File: src/rtl/sprite_pixel_writer.sv
// Streams sprite texels into VRAM: aligns the layer sequencer's address/valid with the
// sprite buffer read latency, drops colour-keyed or off-screen pixels and tracks pass end.
module sprite_pixel_writer #(
    parameter int                     VRAM_A_WIDTH      = 16,
    parameter int                     SPRITEBUF_A_WIDTH = 13,
    parameter int                     COLOR_WIDTH       = 12,
    parameter int                     SCREEN_WIDTH      = 320,
    parameter int                     SCREEN_HEIGHT     = 180,
    parameter logic [COLOR_WIDTH-1:0] TRANSPARENT_COLOR = 12'hF0F,
    parameter int                     SPRITE_RD_LATENCY = 2
) (
    input  logic                         CLK,
    input  logic                         rst,
    input  logic [VRAM_A_WIDTH-1:0]      i_address_screen,
    input  logic [SPRITEBUF_A_WIDTH-1:0] i_address_s,
    input  logic                         i_is_layer_drawing,
    input  logic [COLOR_WIDTH-1:0]       i_sprite_data,
    output logic [SPRITEBUF_A_WIDTH-1:0] o_sprite_addr,
    output logic [VRAM_A_WIDTH-1:0]      o_vram_addr,
    output logic [COLOR_WIDTH-1:0]       o_vram_data,
    output logic                         o_vram_we,
    output logic                         o_busy,
    output logic                         o_frame_done,
    output logic [16:0]                  o_wr_count,
    output logic [16:0]                  o_skip_count
);
    localparam int              L             = SPRITE_RD_LATENCY;
    localparam logic [31:0]     SCREEN_PIXELS = 32'(SCREEN_WIDTH * SCREEN_HEIGHT);
    localparam int              FW            = $clog2(L + 2);
    localparam logic [FW-1:0]   FLUSH_LOAD    = FW'(L + 1);

    typedef enum logic [1:0] {IDLE, DRAW, FLUSH} state_t;

    state_t                          state, state_nxt;
    logic [FW-1:0]                   flush_cnt, flush_cnt_nxt;
    logic                            frame_done_nxt, cnt_clr;
    logic [L-1:0]                    vld_pipe;
    logic [L-1:0][VRAM_A_WIDTH-1:0]  addr_pipe;
    logic                            vld_al, in_range, opaque, wr_hit, skip_hit;
    logic [VRAM_A_WIDTH-1:0]         addr_al;

    assign o_sprite_addr = i_address_s;

    // Delay line matching the sprite buffer read latency
    always_ff @(posedge CLK or posedge rst) begin
        if (rst) begin
            vld_pipe  <= '0;
            addr_pipe <= '0;
        end else begin
            vld_pipe[0]  <= i_is_layer_drawing;
            addr_pipe[0] <= i_address_screen;
            for (int i = 1; i < L; i++) begin
                vld_pipe[i]  <= vld_pipe[i-1];
                addr_pipe[i] <= addr_pipe[i-1];
            end
        end
    end

    assign vld_al   = vld_pipe[L-1];
    assign addr_al  = addr_pipe[L-1];
    assign in_range = 32'(addr_al) < SCREEN_PIXELS;
    assign opaque   = i_sprite_data != TRANSPARENT_COLOR;
    assign wr_hit   = vld_al & opaque & in_range;
    assign skip_hit = vld_al & ~wr_hit;

    always_ff @(posedge CLK or posedge rst) begin
        if (rst) begin
            o_vram_we   <= 1'b0;
            o_vram_addr <= '0;
            o_vram_data <= '0;
        end else begin
            o_vram_we <= wr_hit;
            if (wr_hit) begin
                o_vram_addr <= addr_al;
                o_vram_data <= i_sprite_data;
            end
        end
    end

    // Clear only happens from IDLE, where the delay line is already drained
    always_ff @(posedge CLK or posedge rst) begin
        if (rst) begin
            o_wr_count   <= '0;
            o_skip_count <= '0;
        end else if (cnt_clr) begin
            o_wr_count   <= '0;
            o_skip_count <= '0;
        end else begin
            if (wr_hit && o_wr_count != '1)
                o_wr_count <= o_wr_count + 17'd1;
            if (skip_hit && o_skip_count != '1)
                o_skip_count <= o_skip_count + 17'd1;
        end
    end

    always_ff @(posedge CLK or posedge rst) begin
        if (rst) begin
            state        <= IDLE;
            flush_cnt    <= '0;
            o_frame_done <= 1'b0;
        end else begin
            state        <= state_nxt;
            flush_cnt    <= flush_cnt_nxt;
            o_frame_done <= frame_done_nxt;
        end
    end

    always_comb begin
        state_nxt      = state;
        flush_cnt_nxt  = flush_cnt;
        frame_done_nxt = 1'b0;
        cnt_clr        = 1'b0;
        case (state)
            IDLE: if (i_is_layer_drawing) begin
                state_nxt = DRAW;
                cnt_clr   = 1'b1;
            end
            DRAW: if (!i_is_layer_drawing) begin
                state_nxt     = FLUSH;
                flush_cnt_nxt = FLUSH_LOAD;
            end
            FLUSH: begin
                if (i_is_layer_drawing) begin
                    state_nxt = DRAW;
                end else begin
                    flush_cnt_nxt = flush_cnt - 1'b1;
                    // Counter reaches zero on this edge: pass fully drained
                    if (flush_cnt == FW'(1)) begin
                        state_nxt      = IDLE;
                        frame_done_nxt = 1'b1;
                    end
                end
            end
            default: state_nxt = IDLE;
        endcase
    end

    assign o_busy = state != IDLE;
endmodule

File: config.mk
export PLATFORM = sky130hd
export DESIGN_NAME = sprite_pixel_writer
export DESIGN_NICKNAME = d
export VERILOG_FILES = /design/src/rtl/sprite_pixel_writer.sv
export SDC_FILE = /design/constraint.sdc
export NUM_CORES = 1
export LEC_CHECK = 0
export ABC_AREA = 1
export BUFFER_PORTS_ARGS = -buffer_cell sky130_fd_sc_hd__buf_4
export CAP_MARGIN = 20
export CORE_MARGIN = 1
export CORE_UTILIZATION = 57
export CTS_CLUSTER_DIAMETER = 120
export DETAILED_ROUTE_END_ITERATION = 10
export PLACE_DENSITY = 0.85
export SYNTH_ARGS = -nofsm -noshare
export SYNTH_HDL_FRONTEND = slang
export SYNTH_SLANG_ARGS = --single-unit
File: constraint.sdc
create_clock -name CLK -period 5.3 [get_ports CLK]
set_input_delay 0 -clock CLK [delete_from_list [all_inputs] [get_ports CLK]]
set_output_delay 0 -clock CLK [all_outputs]
set_load 0.01 [all_outputs]
==> results.tsv <==
stage	metric	value	unit
status	status	finished clean	
cts	cts_tree	done	
logic_synthesis	ys_ff_latch	102	
sta	post-route-period-util	56.85	%
route	route.detailed.drc	0	
cts	clk_path_buf_depth	2	
floorplanning	rows	32	
sta	slew-limit-headroom	46.15	%
setup_path	rrSetupSlack	2.29	ns
floorplanning	die_w	92.16	microns
power_and_ir_drop	p_int	1217	uW
power_and_ir_drop	p_sw	559.1	uW
finish	layout.nets	698	
route	postRouteAntennaNets	0	
global_route	grt_max_degree	64	
logic_synthesis	ys.warnings.count	0	
power_and_ir_drop	peakVddDrop	229.9	uV
setup_path	worstPathMaxFanout	20	
sta	hold_viol	0	
cts	cts_buffers	9	
setup_path	r2r-start	o_wr_count[0]	
setup_path	cp.arrival	3.26	ns
placement	dp_cells	710	
logic_synthesis	ys_seq_area_share	55.09	%
global_route	grt_pass1_vias	3915	
sta	fin_worst_skew	0.01505	ns
route	num_vias	3970	
power_and_ir_drop	p_leak	0.002991	uW
flow_run	cap_violations	0	
placement	gp_congestion	0.8933	
sta	final-setup-viol-count	0	
setup_path	cp_top_family	simple AND/OR/NAND/NOR gates	
finish	fin_area	5776	sq um
route	wire_per_inst	13.88	microns
route	drt_iter0_drc	174	
route	vias_per_cell	5.244	
min_path	hp-start	i_address_s[12]	
sta	fin_crit	3.013	ns
cts	insertion_delay	0.36	ns
global_route	antenna_found_initial	1	
setup_path	crit_type	flip-flop to flip-flop	
setup_path	rr_worst_depth	13	
finish	area_delta_synth_final	24.66	%
global_route	grt_pass1_wl	17590	microns
placement	hpwl	6929	microns
setup_path	slowest_delay	0.51	ns
sta	clock.fmax	0.3319	GHz
cts	cts.clk_slew.worst_paths	0.10	ns
setup_path	startpoint_type	flip-flop	
logic_synthesis	yosysUniqueCellTypes	28	
sta	slew_viol_final	0	
sta	whs	0.000002816	ns
min_path	min_to	o_sprite_addr[12]	
floorplanning	die_y	92.16	microns
sta	worstMarginPinSlew	0.8053	ns
floorplanning	initial_core_util	59.34	%
power_and_ir_drop	seqPwrFrac	53.1	%
power_and_ir_drop	totalPowerFinal	1776	uW
min_path	hold_path_depth	0	
power_and_ir_drop	pwr-share-comb	19.8	%
power_and_ir_drop	pwr-share-clk	27.1	%
cts	clkSinkCount	102	
logic_synthesis	synth_cells	542	
route	finalWirelength	10510	microns
setup_path	required	5.55	ns
min_path	hold_path.class	primary input to output port	
power_and_ir_drop	netSwitchingFraction	31.49	%
cts	cts_resized	0	
setup_path	critPathBufInv	1	
setup_path	crit_slowest_cell	nand4_1	
logic_synthesis	syn_nets	591	
route	first_pass_iters	4	
setup_path	crit_chain	ha_1, nand2_1, nor2_2, nand2_1, nor2_1, nand3_1, nor3_1, ha_1, inv_1, nand4_1, nand2_1, nand2_1, nand2_1	
global_route	overflow	0	
cts	cts_root_buffer	clkbuf_8	
placement	io_buffers	95	
sta	rsz0062_at_grt	false	
placement	placed_area	5273	sq um
setup_path	crit_path_frequent_cell	nand2_1	
sta	tns	0	ns
floorplanning	coreArea	7807	sq um
logic_synthesis	synth.avg_cell_area	8.548	sq um
floorplanning	die-area	8493	sq um
global_route	grt_usage	26.29	%
cts	htree_levels	3	
finish	drive_gt1_share	19.57	%
logic_synthesis	synth.cell_area	4633	sq um
finish	final_cells	757	
setup_path	endpoint_kind	flip-flop	
floorplanning	io-pin-count	122	
power_and_ir_drop	power.density	307.5	nW/um^2
setup_path	rr_endpoint	o_wr_count[11]	
[cell usage in the layout (no fill, tap or decap), types with 2 or more instances in the layout]
cell and n:
nor4_1 2, nor2_2 4, inv_2 3, nand4_1 19
o21ai_0 6, o21bai_1 6, dfrtp_1 102, dlygate4sd3_1 30
nand2_2 3, nor2_1 57, nand3_2 2, nand2_1 199
clkbuf_8 10, ha_1 5, xor2_1 12, inv_6 3
buf_4 96, inv_1 28, nand3_1 49, a21oi_1 5
[registers in the layout, indices dropped and copies added (netlist names)]
signal        flops
addr_pipe        16
flush_cnt         2
state             2
addr_al          16
o_vram_addr      16
vld_pipe          2
o_frame_done      1
o_wr_count       17
o_skip_count     17
o_vram_data      12
o_vram_we         1
[power groups by stage]
| stage | Clock (uW) | Sequential, uW | Combinational, uW |
|---|---|---|---|
| floorplan | 0 | 966 | 173 |
| global placement | 0 | 946 | 324 |
| detailed placement | 0 | 955 | 334 |
| CTS | 491 | 940 | 353 |
| global route | 526 | 954 | 393 |
| finish | 481 | 942 | 352 |
[routing by layer]
layer	up-vias	GRT usage [%]	wire length, microns
met5	-	0	0
met4	0	12.24	136
met3	18	3.068	558
met2	131	44.47	5445
met1	1892	33.95	4365
li1	1929	-	-
[cell families (layout without fill, tap and decap cells)]
group	after synthesis	after routing	share of synthesized area (%)
and+or+nand+nor	341	341	31.52
adders and majority gates	5	5	1.350
buffers and inverters	62	174	7.156
AOI/OAI and AO/OA	19	19	2.430
xor gates and xnor gates	13	13	2.457
DFF	102	102	55.09
other	0	1	0
[cells in the mapped netlist, drive strengths merged]
| master | count | area (sq um) |
|---|---|---|
| nor3b | 1 | 7.510 |
| nand4 | 19 | 118.9 |
| xor2 | 12 | 105.1 |
| buf | 30 | 211.5 |
| nand2 | 203 | 777.0 |
| a21oi | 5 | 25.02 |
| dfrtp | 102 | 2552 |
| o21bai | 6 | 45.04 |
| xnor2 | 1 | 8.760 |
| inv | 32 | 120.1 |
| nor3 | 1 | 5.000 |
| o21ai | 7 | 35.03 |
| nor2 | 62 | 250.2 |
| nor4 | 2 | 12.51 |
| ha | 5 | 62.56 |
| and3 | 1 | 6.260 |
| a21o | 1 | 7.510 |
| nand3 | 52 | 282.8 |
[how the worst max path moves through the flow]
stage	from	to	slack, ns	cells after the start
after floorplan	rst	addr_al[0]	2.62	1
after global placement	o_wr_count[0]	o_wr_count[9]	2.57	13
after detailed placement	o_wr_count[0]	o_wr_count[3]	2.37	13
after CTS	o_wr_count[0]	o_wr_count[3]	2.34	13
after global routing	o_wr_count[0]	o_wr_count[11]	1.98	13
final	o_wr_count[0]	o_wr_count[11]	2.29	13
[final cells by class]
class,count,area (sq um)
fill,589,2032
clock inverter,6,62.56
clock buffer,10,137.6
antenna,1,2.502
tap,102,127.6
timing repair buffer,126,1021
multi-input combinational,378,1749
sequential,102,2552
inverter,32,122.6
[what timing repair did]
| action | CTS | global route |
|---|---|---|
| endpoints found under the hold margin | 71 | 0 |
| setup buffers | 0 | 0 |
| hold buffers | 30 | 0 |
[per-stage QoR]
stage / util [%] / setup WS, ns
6_report: 73.97 / 2.287
5_1_grt: 73.97 / 1.979
4_1_cts: 73.94 / 2.339
3_5_place_dp: 67.53 / 2.366
3_3_place_gp: 67.53 / 2.565
2_1_floorplan: - / 2.625
(Power assumes the default switching activity.)
